--- config.mk ---
export PLATFORM = sky130hd
export DESIGN_NAME = acc_dma_core
export DESIGN_NICKNAME = d
export VERILOG_FILES = /design/src/rtl/acc_dma_pkg.sv /design/src/rtl/acc_dma_addr_gen.sv /design/src/rtl/acc_dma_core.sv
export SDC_FILE = /design/constraint.sdc
export NUM_CORES = 1
export LEC_CHECK = 0
export CAP_MARGIN = 10
export CORE_MARGIN = 2
export CORE_UTILIZATION = 51
export DETAILED_ROUTE_END_ITERATION = 8
export GPL_TIMING_DRIVEN = 0
export PLACE_DENSITY_LB_ADDON = 0.08
export SLEW_MARGIN = 20
export SYNTH_ARGS = -nofsm -noshare
export SYNTH_HDL_FRONTEND = slang
export SYNTH_SLANG_ARGS = --single-unit
--- constraint.sdc ---
create_clock -name clk_i -period 6.9 [get_ports clk_i]
set_input_delay 0.69 -clock clk_i [delete_from_list [all_inputs] [get_ports clk_i]]
set_output_delay 0.69 -clock clk_i [all_outputs]
set_load 0.005 [all_outputs]
--- src/rtl/acc_dma_pkg.sv ---
// Shared encodings for the accelerator DMA core: command modes, FSM states, word geometry.
// Pure declarations; no logic, no latency.
package acc_dma_pkg;

    typedef enum logic [1:0] {
        MODE_COPY = 2'd0,
        MODE_FILL = 2'd1,
        MODE_SUM  = 2'd2,
        MODE_RSVD = 2'd3
    } mode_e;

    typedef enum logic [2:0] {
        ST_IDLE = 3'd0,
        ST_RD   = 3'd1,
        ST_RCAP = 3'd2,
        ST_WR   = 3'd3,
        ST_DONE = 3'd4
    } state_e;

    localparam int MEM_DATA_SIZE_DEF = 32;
    localparam int BYTES_PER_WORD    = MEM_DATA_SIZE_DEF / 8;

    function automatic int bytes_per_word(input int data_size);
        return data_size / 8;
    endfunction

endpackage

--- src/rtl/acc_dma_addr_gen.sv ---
// Source/destination pointers, word counter and last-word compare for one command.
// Registers update one cycle after load/increment strobes; no backpressure of its own.
module acc_dma_addr_gen
    import acc_dma_pkg::*;
#(
    parameter int ADDR_W = 32,
    parameter int LEN_W  = 16,
    parameter int STEP   = BYTES_PER_WORD
) (
    input  logic              clk_i,
    input  logic              reset_i,
    input  logic              load,
    input  logic [ADDR_W-1:0] src_in,
    input  logic [ADDR_W-1:0] dst_in,
    input  logic [LEN_W-1:0]  len_in,
    input  logic              src_inc,
    input  logic              dst_inc,
    input  logic              cnt_inc,
    output logic [ADDR_W-1:0] src,
    output logic [ADDR_W-1:0] dst,
    output logic [LEN_W-1:0]  count,
    output logic              last
);

    logic [LEN_W-1:0] len_q;

    always_ff @(posedge clk_i) begin
        if (reset_i) begin
            src   <= '0;
            dst   <= '0;
            count <= '0;
            len_q <= '0;
        end else if (load) begin
            src   <= src_in;
            dst   <= dst_in;
            count <= '0;
            len_q <= len_in;
        end else begin
            if (src_inc) src   <= src + ADDR_W'(STEP);
            if (dst_inc) dst   <= dst + ADDR_W'(STEP);
            if (cnt_inc) count <= count + LEN_W'(1);
        end
    end

    // True while the word being completed this cycle is the final one.
    assign last = (count + LEN_W'(1)) == len_q;

endmodule

--- src/rtl/acc_dma_core.sv ---
// Single-command DMA engine (COPY / FILL / SUM) on a one-outstanding single-port memory.
// COPY 3, SUM 2, FILL 1 cycle/word unstalled; mem_stall_i holds the request and defers abort.
module acc_dma_core
    import acc_dma_pkg::*;
#(
    parameter int MEM_DATA_SIZE = 32,
    parameter int MEM_ADDR_SIZE = 32,
    parameter int LEN_SIZE      = 16
) (
    input  logic                       clk_i,
    input  logic                       reset_i,
    input  logic                       cmd_valid_i,
    output logic                       cmd_ready_o,
    input  logic [1:0]                 cmd_mode_i,
    input  logic [MEM_ADDR_SIZE-1:0]   cmd_src_i,
    input  logic [MEM_ADDR_SIZE-1:0]   cmd_dst_i,
    input  logic [LEN_SIZE-1:0]        cmd_len_i,
    input  logic [MEM_DATA_SIZE-1:0]   cmd_fill_i,
    input  logic                       abort_i,
    output logic                       busy_o,
    output logic                       done_o,
    output logic                       err_o,
    output logic [MEM_DATA_SIZE-1:0]   result_o,
    output logic [LEN_SIZE-1:0]        count_o,
    output logic                       mem_en_o,
    output logic [MEM_DATA_SIZE/8-1:0] mem_we_o,
    output logic [MEM_ADDR_SIZE-1:0]   mem_addr_o,
    output logic [MEM_DATA_SIZE-1:0]   mem_wdata_o,
    input  logic [MEM_DATA_SIZE-1:0]   mem_rdata_i,
    input  logic                       mem_stall_i
);

    localparam int BPW = bytes_per_word(MEM_DATA_SIZE);

    state_e                   state, state_nxt;
    mode_e                    mode_q, cmd_mode;
    logic [MEM_DATA_SIZE-1:0] fill_q, data_q, result_q;
    logic                     err_q, abort_q, abort_any;
    logic                     load, src_inc, dst_inc, cnt_inc, cap_copy, cap_sum, err_set;
    logic [MEM_ADDR_SIZE-1:0] src, dst;
    logic [LEN_SIZE-1:0]      count;
    logic                     last;

    assign cmd_mode  = mode_e'(cmd_mode_i);
    // A stalled request defers abort; the remembered request is acted on at acceptance.
    assign abort_any = abort_q | abort_i;

    acc_dma_addr_gen #(
        .ADDR_W (MEM_ADDR_SIZE),
        .LEN_W  (LEN_SIZE),
        .STEP   (BPW)
    ) u_addr_gen (
        .clk_i   (clk_i),
        .reset_i (reset_i),
        .load    (load),
        .src_in  (cmd_src_i),
        .dst_in  (cmd_dst_i),
        .len_in  (cmd_len_i),
        .src_inc (src_inc),
        .dst_inc (dst_inc),
        .cnt_inc (cnt_inc),
        .src     (src),
        .dst     (dst),
        .count   (count),
        .last    (last)
    );

    always_comb begin
        state_nxt = state;
        load      = 1'b0;
        src_inc   = 1'b0;
        dst_inc   = 1'b0;
        cnt_inc   = 1'b0;
        cap_copy  = 1'b0;
        cap_sum   = 1'b0;
        err_set   = 1'b0;
        case (state)
            ST_IDLE: begin
                if (cmd_valid_i) begin
                    load = 1'b1;
                    if (cmd_len_i == '0) begin
                        state_nxt = ST_DONE;
                    end else if (cmd_mode == MODE_RSVD) begin
                        state_nxt = ST_DONE;
                        err_set   = 1'b1;
                    end else if (cmd_mode == MODE_FILL) begin
                        state_nxt = ST_WR;
                    end else begin
                        state_nxt = ST_RD;
                    end
                end
            end
            ST_RD: begin
                if (!mem_stall_i) begin
                    src_inc   = 1'b1;
                    state_nxt = ST_RCAP;
                end
            end
            ST_RCAP: begin
                if (mode_q == MODE_SUM) begin
                    cap_sum = 1'b1;
                    cnt_inc = 1'b1;
                    if (abort_any) begin
                        state_nxt = ST_DONE;
                        err_set   = 1'b1;
                    end else begin
                        state_nxt = last ? ST_DONE : ST_RD;
                    end
                end else begin
                    cap_copy = 1'b1;
                    if (abort_any) begin
                        state_nxt = ST_DONE;
                        err_set   = 1'b1;
                    end else begin
                        state_nxt = ST_WR;
                    end
                end
            end
            ST_WR: begin
                if (!mem_stall_i) begin
                    dst_inc = 1'b1;
                    cnt_inc = 1'b1;
                    if (abort_any) begin
                        state_nxt = ST_DONE;
                        err_set   = 1'b1;
                    end else if (last) begin
                        state_nxt = ST_DONE;
                    end else begin
                        state_nxt = (mode_q == MODE_FILL) ? ST_WR : ST_RD;
                    end
                end
            end
            ST_DONE: state_nxt = ST_IDLE;
            default: state_nxt = ST_IDLE;
        endcase
    end

    always_ff @(posedge clk_i) begin
        if (reset_i) begin
            state    <= ST_IDLE;
            mode_q   <= MODE_COPY;
            fill_q   <= '0;
            data_q   <= '0;
            result_q <= '0;
            err_q    <= 1'b0;
            abort_q  <= 1'b0;
        end else begin
            state <= state_nxt;
            if (load) begin
                mode_q <= cmd_mode;
                fill_q <= cmd_fill_i;
            end
            if (load || err_set) err_q <= err_set;
            if (state == ST_RD || state == ST_RCAP || state == ST_WR) abort_q <= abort_any;
            else                                                       abort_q <= 1'b0;
            if (load && cmd_mode == MODE_SUM) result_q <= '0;
            else if (cap_sum)                 result_q <= result_q + mem_rdata_i;
            if (cap_copy) data_q <= mem_rdata_i;
        end
    end

    assign cmd_ready_o = (state == ST_IDLE);
    assign busy_o      = (state != ST_IDLE);
    assign done_o      = (state == ST_DONE);
    assign err_o       = (state == ST_DONE) && err_q;
    assign result_o    = result_q;
    assign count_o     = count;
    assign mem_en_o    = (state == ST_RD) || (state == ST_WR);
    assign mem_we_o    = (state == ST_WR) ? '1 : '0;
    assign mem_addr_o  = (state == ST_RD) ? src : ((state == ST_WR) ? dst : '0);
    assign mem_wdata_o = (state != ST_WR)     ? '0 :
                         (mode_q == MODE_FILL) ? fill_q : data_q;

endmodule

# Yosys cells after proc, flatten, opt, wreduce, memory -nomap -nowiden

Cells that the tools add are included.

Add/sub/neg operators: 4
Bitwise logic cells: 2
Muxes and demuxes: 39
Reduce and logical (&&, ||, !) cells: 15
Eq/ne operators: 14

Operator list:

| operator                                                              | number |
|---|---|
| 32-bit two-way mux                                                    | 8 |
| 32-bit by 3-bit adder with 32-bit output, second input constant       | 2 |
| 3-bit two-way mux                                                     | 11 |
| 32-bit adder                                                          | 1 |
| 16-bit by 1-bit adder with 16-bit output, second input constant       | 1 |
| 16-bit equality test                                                  | 1 |
| 16-bit zero test                                                      | 1 |
| 1-bit two-way mux                                                     | 14 |
| 3-bit one-hot mux with 4 select lines                                 | 1 |
| 2-bit equality test, second input constant                            | 3 |
| 3-bit by 2-bit equality test with 1-bit output, second input constant | 2 |
| 2-bit != test, second input constant                                  | 3 |
| 2-bit OR reduction                                                    | 3 |
| 2-bit by 1-bit equality test with 1-bit output, second input constant | 2 |
| 1-bit logical OR                                                      | 4 |
| 2-bit two-way mux                                                     | 2 |
| 4-bit two-way mux                                                     | 1 |
| 2-bit nonzero test                                                    | 2 |
| 3-bit by 1-bit equality test with 1-bit output, second input constant | 1 |
| 3-bit equality test, second input constant                            | 1 |
| 3-bit zero test                                                       | 1 |
| 3-bit by 2-bit != test with 1-bit output, second input constant       | 1 |
| 1-bit one-hot mux with 3 select lines                                 | 1 |
| 3-bit AND reduction                                                   | 1 |
| 5 further kinds                                                       | 6 |

Register bits after elaboration: 199
Input port bits: 151

# Logic depth before layout (Yosys ltp)

Word-level depth: 6
Mapped depth: 15
Gate-level depth less buffers: 13

# By module

A second synthesis with hierarchy kept.

Cell total of the unflattened synthesis: 1487
Area total of the unflattened synthesis: 11358.4 µm²

By module, submodules not included:

| module           | area each (µm²) | instances | cells an instance |
|---|---|---|---|
| acc_dma_core     | 6177.2          | 1         | 868 |
| acc_dma_addr_gen | 5181.2          | 1         | 619 |

# Worst setup path before layout

Ideal clock, no wire load.

Kind: input port to flip-flop
Start: in mem_rdata_i[0]
End: reg result_q[30], in the netlist result_o[30]
Buffers on the path: 0
Arrival time: 3.132 ns
Data required time: 6.826 ns
Cell stages on the path: 13
Setup time: 0.074 ns
Slack: 3.694 ns
Path through: ha_1 -> inv_1 -> fa_1 -> and2b_1 -> o21ai_0 -> nand2b_1 -> a31oi_1 -> o21ai_0 -> a211oi_2 -> o31ai_1 -> a21boi_1 -> or4_1 -> a31oi_1

Longest elaborated chain between the ends: 1

Ends and longest elaborated chain:

| what                 | line                | text |
|---|---|---|
| from (decl)          | acc_dma_core.sv:29  | `input logic [MEM_DATA_SIZE-1:0] mem_rdata_i,` |
| 32-bit adder         | acc_dma_core.sv:157 | `else if (cap_sum) result_q <= result_q + mem_rdata_i;` |
| to (signal assigned) | acc_dma_core.sv:157 |  |
| to (decl)            | acc_dma_core.sv:37  | `logic [MEM_DATA_SIZE-1:0] fill_q, data_q, result_q;` |

No other way between the ends.
A chain may end at the register's enable or synchronous reset.

# Worst setup path in the final report

Ends and elaborated chain as after synthesis.

==> metrics.cfg <==
[synthesis]
synthCells=1476
synth_area_leader_cell=dfxtp_1
syn-num-nets=1662
synth.top_cells.by_count=351 x nand2_1, 199 x dfxtp_1, 182 x a21oi_1
synth_cell_types=65
ys_seq_area_share_pct=36.0
ys_ff_latch=199
yosys_warnings=0
syn_avg_cell_area_sq_um=7.49
synth.top_cell.area_share_pct=36.0
syn_area_sq_um=11100
synth_enable_flop_cells=0
synth_most_common_cell=nand2_1
yosys-top-cells-area=dfxtp_1 36%, nand2_1 12%, a21oi_1 8.2%
async_reset_ff_share_pct=0
synth_ff_type=dfxtp_1

[global_routing]
antenna_found_initial=2
grt_usage_pct=30.6
grt-ovfl-total=0
grt_pass1_vias=10700
grt_pass1_wl_um=54500
grt_max_degree=19

[critical_path]
start_kind=input pin
worstPathMaxFanout=4
worst-path-buf-inv=2
cpPeakStageDelay_ps=540
crit_slowest_cell=clkdlybuf4s50_1
cp_data_required_time_ps=7270
critPathTopFamily=compound AO/OA/AOI/OAI gates
cp.arrival_ps=4380
path_cells=clkdlybuf4s50_1 > ha_1 > inv_1 > fa_1 > and2b_1 > o21ai_0 > nand2b_1 > a31oi_1 > o21ai_0 > a211oi_2 > o31ai_1 > a21boi_1 > or4_1 > a31oi_1
criticalPathCategory=in2reg
worstSetupEndpointType=flip-flop

[pwr]
p_per_area_nw_per_um2=227
leakage_nw=5.17
power_mw=3.34
ir_worst_vdd_mv=0.133

[clocking]
cts_resized=0
clock_latency_ps=450
clkTransAtPathRegs_ps=70
cts_setup_buffers=0
cts_buffer_depth=2
htreeDepth=4
hold_buffers=0
cts_sinks=199
cts_tree=yes
cts_root_buffer=clkbuf_16
numCtsBuffers=17

[floorplan]
initial_core_util_pct=52.2
dieHeight_um=151
dieArea_sq_um=22900
fp.dieW_um=151
io_pins=272
core_area_sq_um=21200
fp-row-count=53

[place]
portBuffers=270
dp_hpwl_um=27600
place.gp.congestion=0.951
dpl_worst_slack_ps=2530

[hold_path]
min_path_type=reg2reg

[sta]
hold_viol_final=0
fin_crit_sh_pct=58.1
grt_setup_unrepaired=false
clock_skew_ps=14.5
setup_violations=0
worst_pin_slew_ps=922
fin_crit_ps=4010
max-slew-margin-rel_pct=38.1
drv_slew=0
clock.fmax_mhz=249
tns_ps=0
fin_hold_ws_ps=456
finalWorstSetupSlack_ps=2890

[cells_and_area]
fillers=1785
drive_gt1_share_pct=3.21
layout.nets=1951
area_growth_pct=33.2

[drt]
avgRoutedWirePerCell_um=17.5
num_vias=11700
viasPerCell=5.69
ant_nets=0
drtIter0Drc=854
first_pass_iters=6
drt_wl_total_um=35900
drc=0

[run_status]
outcome=finished clean

[run]
max_cap_violations=0

area by class of cell:
class | count | area (sq um) | area share [%]
multi-input cells | 1168 | 6620 | 45.0
flip-flops and latches | 199 | 3980 | 27.1
repair buffers | 270 | 2700 | 18.4
clock buffers | 17 | 425 | 2.89
plain buffers | 92 | 377 | 2.56
well taps | 275 | 344 | 2.34
clock inverters | 15 | 188 | 1.28
inverters | 17 | 68.8 | 0.468
diodes | 2 | 5.00 | 0.0340
worst register-to-register path: cells and delay by family (launching register included):
family | cells | cell delay [ps]
AOI/OAI and AO/OA | 7 | 1710
and+or+nand+nor | 3 | 780
adders and majority gates | 2 | 590
DFF | 1 | 380
buffers and inverters | 1 | 60
sequential cells by signal, indices dropped and copies added, names as in the netlist, 3 cells and up:
name / cells
data_q: 32
fill_q: 32
result_o: 32
u_addr_gen.dst: 32
u_addr_gen.src: 32
u_addr_gen.count: 16
u_addr_gen.len_q: 16
state: 3
power by group:
group	total [mW]	switching [mW]	internal [mW]
clock network	1.06	0.484	0.580
logic	0.858	0.496	0.362
registers	1.41	0.129	1.28
total	3.34	1.11	2.23
placed cells by master, fill, tap and decap left out, types with 4 or more instances in the layout:
master           count
nand2_1            351
clkdlybuf4s50_1    270
dfxtp_1            199
a21oi_1            182
nor2_1             140
clkbuf_1            74
xor2_1              58
a211oi_1            50
xnor2_1             45
mux2i_1             37
o21ai_0             36
ha_1                34
nand3_1             30
and3_1              22
or3_1               21
clkbuf_16           17
inv_1               16
nor3_1              15
nand4_1             15
a21o_1              13
nand2b_1            12
a311oi_1            11
buf_1               10
a31oi_1             10
nor4_1               9
o22ai_1              7
buf_4                6
nor2b_1              6
and2_1               6
o21a_1               6
inv_6                6
o31ai_1              4
stage by stage:
step,utilization [%],instance area (sq um),instances
4_1_cts,69.5,14700,2053
6_report,69.6,14700,2055
3_3_place_gp,66.6,14100,2021
5_1_grt,69.6,14700,2055
2_1_floorplan,-,11100,1476
3_5_place_dp,66.6,14100,2021
worst paths after layout:
check                                  from                              to  slack [ps]  depth (start not counted)
max                          mem_rdata_i[0]       result_o[30]$_SDFFE_PP0P_        2890                         14
min          u_addr_gen.src[0]$_SDFFE_PP0P_  u_addr_gen.src[0]$_SDFFE_PP0P_         460                          2
max reg2reg        result_o[0]$_SDFFE_PP0P_       result_o[30]$_SDFFE_PP0P_        3300                         13
min reg2reg  u_addr_gen.src[0]$_SDFFE_PP0P_  u_addr_gen.src[0]$_SDFFE_PP0P_         460                          2
routing by layer:
layer / GRT usage (%) / routed length (um) / vias up
li1: - / - / 5676
met1: 41.5 / 15800 / 5424
met4: 12.6 / 1280 / 0
met3: 5.33 / 2770 / 81
met2: 47.9 / 16100 / 502
met5: 0 / 0 / -
cells by family after synthesis:
| logic type | after synthesis | synth area share (%) |
|---|---|---|
| xor gates and xnor gates | 103 | 8.16 |
| and+or+nand+nor | 648 | 25.7 |
| buffers and inverters | 109 | 4.03 |
| muxes | 37 | 3.35 |
| DFF | 199 | 36.0 |
| adders and majority gates | 35 | 4.03 |
| AOI/OAI and AO/OA | 345 | 18.7 |
(Power assumes the default switching activity.)
